File: src/rtl/mips_pkg.sv
// rtl/mips_pkg.sv - shared opcode, state and alu_op encodings for the multi-cycle MIPS control
package mips_pkg;

  localparam logic [5:0] OP_RTYPE = 6'b000000;
  localparam logic [5:0] OP_LW    = 6'b100011;
  localparam logic [5:0] OP_SW    = 6'b101011;
  localparam logic [5:0] OP_BEQ   = 6'b000100;
  localparam logic [5:0] OP_J     = 6'b000010;
  localparam logic [5:0] OP_ADDI  = 6'b001000;
  localparam logic [5:0] OP_ANDI  = 6'b001100;

  localparam logic [1:0] ALUOP_ADD   = 2'b00;
  localparam logic [1:0] ALUOP_SUB   = 2'b01;
  localparam logic [1:0] ALUOP_FUNCT = 2'b10;
  localparam logic [1:0] ALUOP_AND   = 2'b11;

  localparam logic [1:0] SRCB_REGB  = 2'b00;
  localparam logic [1:0] SRCB_FOUR  = 2'b01;
  localparam logic [1:0] SRCB_IMM   = 2'b10;
  localparam logic [1:0] SRCB_IMMSH = 2'b11;

  localparam logic [1:0] PCSRC_ALU    = 2'b00;
  localparam logic [1:0] PCSRC_ALUOUT = 2'b01;
  localparam logic [1:0] PCSRC_JUMP   = 2'b10;

  typedef enum logic [3:0] {
    ST_RST       = 4'd0,
    ST_FETCH     = 4'd1,
    ST_DECODE    = 4'd2,
    ST_MEM_ADDR  = 4'd3,
    ST_MEM_READ  = 4'd4,
    ST_MEM_WB    = 4'd5,
    ST_MEM_WRITE = 4'd6,
    ST_R_EXEC    = 4'd7,
    ST_R_WB      = 4'd8,
    ST_BRANCH    = 4'd9,
    ST_JUMP      = 4'd10,
    ST_IMM_EXEC  = 4'd11,
    ST_IMM_WB    = 4'd12,
    ST_ILLEGAL   = 4'd13
  } state_t;

endpackage

File: src/rtl/mips_multicycle_ctrl.sv
// rtl/mips_multicycle_ctrl.sv - main control FSM for the multi-cycle MIPS datapath
module mips_multicycle_ctrl
  import mips_pkg::*;
#(
  parameter int CNT_W = 32
) (
  input  logic             clk,
  input  logic             rst_n,
  input  logic [5:0]       opcode,
  input  logic             mem_ready,
  output logic             pc_write,
  output logic             pc_write_cond,
  output logic             i_or_d,
  output logic             mem_read,
  output logic             mem_write,
  output logic             ir_write,
  output logic             mem_to_reg,
  output logic             reg_dst,
  output logic             reg_write,
  output logic             alu_src_a,
  output logic [1:0]       alu_src_b,
  output logic [1:0]       alu_op,
  output logic [1:0]       pc_source,
  output logic             illegal_op,
  output logic [3:0]       state,
  output logic [CNT_W-1:0] retired
);

  state_t           state_q, state_d;
  logic [5:0]       op_q;
  logic             illegal_q;
  logic [CNT_W-1:0] retired_q;
  logic             retire;

  always_ff @(posedge clk or negedge rst_n) begin
    if (!rst_n) begin
      state_q   <= ST_RST;
      op_q      <= 6'd0;
      illegal_q <= 1'b0;
      retired_q <= '0;
    end else begin
      state_q <= state_d;
      if (state_q == ST_DECODE) op_q <= opcode;
      if (state_d == ST_ILLEGAL) illegal_q <= 1'b1;
      if (retire) retired_q <= retired_q + {{(CNT_W-1){1'b0}}, 1'b1};
    end
  end

  always_comb begin
    state_d       = state_q;
    pc_write      = 1'b0;
    pc_write_cond = 1'b0;
    i_or_d        = 1'b0;
    mem_read      = 1'b0;
    mem_write     = 1'b0;
    ir_write      = 1'b0;
    mem_to_reg    = 1'b0;
    reg_dst       = 1'b0;
    reg_write     = 1'b0;
    alu_src_a     = 1'b0;
    alu_src_b     = SRCB_REGB;
    alu_op        = ALUOP_ADD;
    pc_source     = PCSRC_ALU;
    case (state_q)
      ST_RST: state_d = ST_FETCH;
      ST_FETCH: begin
        mem_read  = 1'b1;
        alu_src_b = SRCB_FOUR;
        // IR and PC only load on the cycle the fetch actually completes
        ir_write  = mem_ready;
        pc_write  = mem_ready;
        if (mem_ready) state_d = ST_DECODE;
      end
      ST_DECODE: begin
        alu_src_b = SRCB_IMMSH;
        case (opcode)
          OP_LW, OP_SW:       state_d = ST_MEM_ADDR;
          OP_RTYPE:           state_d = ST_R_EXEC;
          OP_BEQ:             state_d = ST_BRANCH;
          OP_J:               state_d = ST_JUMP;
          OP_ADDI, OP_ANDI:   state_d = ST_IMM_EXEC;
          default:            state_d = ST_ILLEGAL;
        endcase
      end
      ST_MEM_ADDR: begin
        alu_src_a = 1'b1;
        alu_src_b = SRCB_IMM;
        state_d   = (op_q == OP_SW) ? ST_MEM_WRITE : ST_MEM_READ;
      end
      ST_MEM_READ: begin
        mem_read = 1'b1;
        i_or_d   = 1'b1;
        if (mem_ready) state_d = ST_MEM_WB;
      end
      ST_MEM_WB: begin
        reg_write  = 1'b1;
        mem_to_reg = 1'b1;
        state_d    = ST_FETCH;
      end
      ST_MEM_WRITE: begin
        mem_write = 1'b1;
        i_or_d    = 1'b1;
        if (mem_ready) state_d = ST_FETCH;
      end
      ST_R_EXEC: begin
        alu_src_a = 1'b1;
        alu_op    = ALUOP_FUNCT;
        state_d   = ST_R_WB;
      end
      ST_R_WB: begin
        reg_write = 1'b1;
        reg_dst   = 1'b1;
        state_d   = ST_FETCH;
      end
      ST_BRANCH: begin
        alu_src_a     = 1'b1;
        alu_op        = ALUOP_SUB;
        pc_write_cond = 1'b1;
        pc_source     = PCSRC_ALUOUT;
        state_d       = ST_FETCH;
      end
      ST_JUMP: begin
        pc_write  = 1'b1;
        pc_source = PCSRC_JUMP;
        state_d   = ST_FETCH;
      end
      ST_IMM_EXEC: begin
        alu_src_a = 1'b1;
        alu_src_b = SRCB_IMM;
        alu_op    = (op_q == OP_ANDI) ? ALUOP_AND : ALUOP_ADD;
        state_d   = ST_IMM_WB;
      end
      ST_IMM_WB: begin
        reg_write = 1'b1;
        state_d   = ST_FETCH;
      end
      ST_ILLEGAL: state_d = ST_ILLEGAL;
      default:    state_d = ST_ILLEGAL;
    endcase
  end

  // FETCH is reached from every completing state; RST and FETCH itself never retire
  assign retire = (state_d == ST_FETCH) && (state_q != ST_FETCH) && (state_q != ST_RST);

  assign illegal_op = illegal_q;
  assign state      = state_q;
  assign retired    = retired_q;

endmodule

File: config.mk
export PLATFORM = sky130hd
export DESIGN_NAME = mips_multicycle_ctrl
export DESIGN_NICKNAME = d
export VERILOG_FILES = /design/src/rtl/mips_pkg.sv /design/src/rtl/mips_multicycle_ctrl.sv
export SDC_FILE = /design/constraint.sdc
export NUM_CORES = 1
export LEC_CHECK = 0
export BUFFER_PORTS_ARGS = -buffer_cell sky130_fd_sc_hd__buf_2
export CAP_MARGIN = 20
export CORE_MARGIN = 2
export CORE_UTILIZATION = 57
export CTS_BUF_LIST = sky130_fd_sc_hd__clkbuf_16
export DETAILED_ROUTE_END_ITERATION = 10
export PLACE_DENSITY = 0.88
export SYNTH_ARGS = -nofsm -noshare
export SYNTH_HDL_FRONTEND = slang
export SYNTH_SLANG_ARGS = --single-unit
File: constraint.sdc
create_clock -name clk -period 3.2 [get_ports clk]
set_clock_uncertainty 0.2 [all_clocks]
set_input_delay 0.32 -clock clk [delete_from_list [all_inputs] [get_ports clk]]
set_output_delay 0.32 -clock clk [all_outputs]
set_load 0.005 [all_outputs]
==> run metrics <==
clock sinks=43; I/O Buffers=61; critical path launch point type=register; Synth Area in Simple Gates=roughly 27%; Die W=68.97 um; drt pass-1 iters=4; Post-Synth XOR/XNOR Area=between 10% and 20%; Non-Filler Instances=~350; Max-cap violations=0; vias in the first global route=1773; Placed Cells=between 300 and 400; synth warn=0; Reg clk slew, reported paths=0.06 ns; post-synthesis adder-cell area fraction=less than 1%; Routed wire per std cell=15.56 um; Placed Area=2700 um2; most frequent cells in the layout=buf_2, dfrtp_1, xnor2_1; Setup CP Type=register to register; Setup TNS=0 ns; WP data arrival=2.33 ns; GRT overflow=0; mux share of post-synthesis cell area=2.808%; CTS buffer count=5; Net Count, Synth=250; nets=306; Min-Delay Path Class=input port to async pin; CTS tree=done; post-cts sizing count=0; CP Capture Type=register; cts hold-fix bufs=0; initial antenna violation count=0; Post-synth EDFFs=0; global-route wire length before repair=around 8400 um; synthesized flop and latch total=43; largest net degree at the start of global routing=44; crit share post-route=73.62%; failing checks=negative hold slack; Finished Cell Area=2889 um2; Post-CTS Setup Bufs=0; CP peak stage delay=approximately 0.75 ns; number of diodes=0; root buffer cell=clkbuf_16; Avg Cell Area, Syn=~10 um2; Syn-to-layout area delta=20.07%; largest family of logic cells by synthesized area=simple AND/OR/NAND/NOR gates; Critical Path RT=about 3.2 ns; worst-skew pair later-pin latency=around 0.29 ns; # IOs=slightly above 60; DRC=0; Total GRT Usage=24.24%; fmax=424.5 MHz; sequential-to-total area share from yosys stat=44.72%; most common cell after layout, fill and taps aside=buf_2; min cycle time layout=2.356 ns; Antenna Nets Post-Route=0; final setup vio count=0; Chip Height=68.97 um; Hold WS=-0.02872 ns; DR iter-0 viols=120; Routability Congestion=0.9947; RSZ-0062 raised after global routing=no; ys flop type=dfrtp_1; Max IR drop VDD=0.0005482 V; Syn Std Cell Area=between 2000 and 2500 um2; initial core utilization=59.72%; Cells after Synth=240; vias per std cell=5.764; Cell Pwr Density=775.7 nW/um2; Critical path buffers and inverters=0; critical path's slowest cell=dfrtp_1; Worst Max-Slew Pin Slew=0.9303 ns; row cnt=23; Final Hold Vio Count=43; status=complete, but fails checks; Total Wirelength=5398 um; H-tree depth=2; Compound-Gate Fraction of Synth Area=under 10%; via count=2000; half-perimeter wire length after placement=approximately 3800 um; family with the most delay on the worst path=simple AND/OR/NAND/NOR gates; Max-Slew Margin vs Limit=37.98%; total power draw=2.241 mW; CTS Buffer Depth=2; share of layout cells above drive strength 1=29.97%; CP Max Fanout=22; Static Leak=1.378 nW; Die ar.=~4800 um2; Final Max Tran Viols=0; Distinct cells, synth=54; worst-path cell chain=nor4_2 > nor4b_2 > and2_0 > nand4_1 > xnor2_1; Post-synth ARST share=100.0%; core area=about 4000 um2
-- path summary, 6_finish.rpt --
kind                       cells after the start  slack, ns                    start                       to
max                                            5       0.84       state[1]$_DFF_PN0_  retired[31]$_DFFE_PN0P_
min                                            1      -0.03                    rst_n   retired[3]$_DFFE_PN0P_
max reg2reg                                    5       0.84       state[1]$_DFF_PN0_  retired[31]$_DFFE_PN0P_
min reg2reg                                    1       0.28  retired[31]$_DFFE_PN0P_  retired[31]$_DFFE_PN0P_
max in group asynchronous                      1       2.25                    rst_n  retired[25]$_DFFE_PN0P_
min in group clk                               2       0.10                opcode[2]      op_q[2]$_DFFE_PN0P_
-- cells in the mapped netlist (2+ instances only) --
cell type   n  area, um2
buf_4       3      22.52
buf_2       2      10.01
and4_1      2      17.52
nor2_1     23      86.33
o21ai_0     6      30.03
nor4b_2     2      30.03
nor4b_1     2      17.52
and3_1      6      37.54
nand4_1    15      93.84
nor3_2      3      30.03
xor2_1      8      70.07
nor3b_1     2      15.01
xnor2_1    25      219.0
nand3b_1    2      15.01
mux2_2      6      67.56
dfrtp_1    43       1076
buf_6       2      22.52
nand2_1    21      78.83
clkbuf_1    5      18.77
nand2b_1    3      18.77
a21o_1      2      15.01
and2_1      4      25.02
nand3_1    10      50.05
nor3_1      3      15.01
inv_1       3      11.26
nor2b_1     2      12.51
a31oi_1     2      12.51
a21oi_1     6      30.03
nand4b_1    2      17.52
-- per-layer routing --
| layer | wire length [um] | global-route usage (%) | up-vias | share of wire [%] |
|---|---|---|---|---|
| met5 | 0 | 0 | - | 0 |
| met4 | 107 | 11.52 | 0 | 2.0 |
| met3 | 223 | 4.383 | 10 | 4.1 |
| met2 | 2737 | 40.02 | 47 | 51 |
| met1 | 2330 | 30.71 | 980 | 43 |
| li1 | - | - | 963 | - |
-- registers in the layout (all words and copies together) (netlist names) --
| register | flops |
|---|---|
| state | 4 |
| retired | 32 |
| illegal_op | 1 |
| op_q | 6 |
-- final cells by class --
type                            instances  area, um2
Fill cell                             289       1140
Timing Repair Buffer                   61      305.3
Clock inverter                          3      63.81
Clock buffer                            5      125.1
Sequential cell                        43       1076
Inverter                                3      11.26
Multi-Input combinational cell        182       1245
Tap cell                               50      62.56
-- worst register-to-register path, delay by kind of cell, from the launching register on --
kind             cells  cell delay (ns)
AND/OR/NAND/NOR      4             1.14
flip-flops           1             0.75
XOR/XNOR             1             0.16
-- through the flow --
step / worst slack, ns / utilization (%)
finish: 0.8442 / 71.71
global route: 0.6072 / 71.71
CTS: 0.8549 / 71.71
detailed placement: 0.8732 / 67.02
global placement: 0.9604 / 67.02
floorplan: 1.254 / -
-- where the power goes --
part,internal [mW],switching (mW)
registers,0.643,0.190
clock network,0.444,0.208
logic,0.356,0.400
-- logic make-up (layout without fill, tap and decap cells) --
| group | after synthesis | after routing |
|---|---|---|
| and+or+nand+nor | 112 | 112 |
| DFF | 43 | 43 |
| xor gates and xnor gates | 33 | 33 |
| AOI/OAI and AO/OA | 30 | 30 |
| buffers and inverters | 15 | 72 |
| muxes | 6 | 6 |
| adders and majority gates | 1 | 1 |
Note: power is estimated with default switching activity, not from simulation.
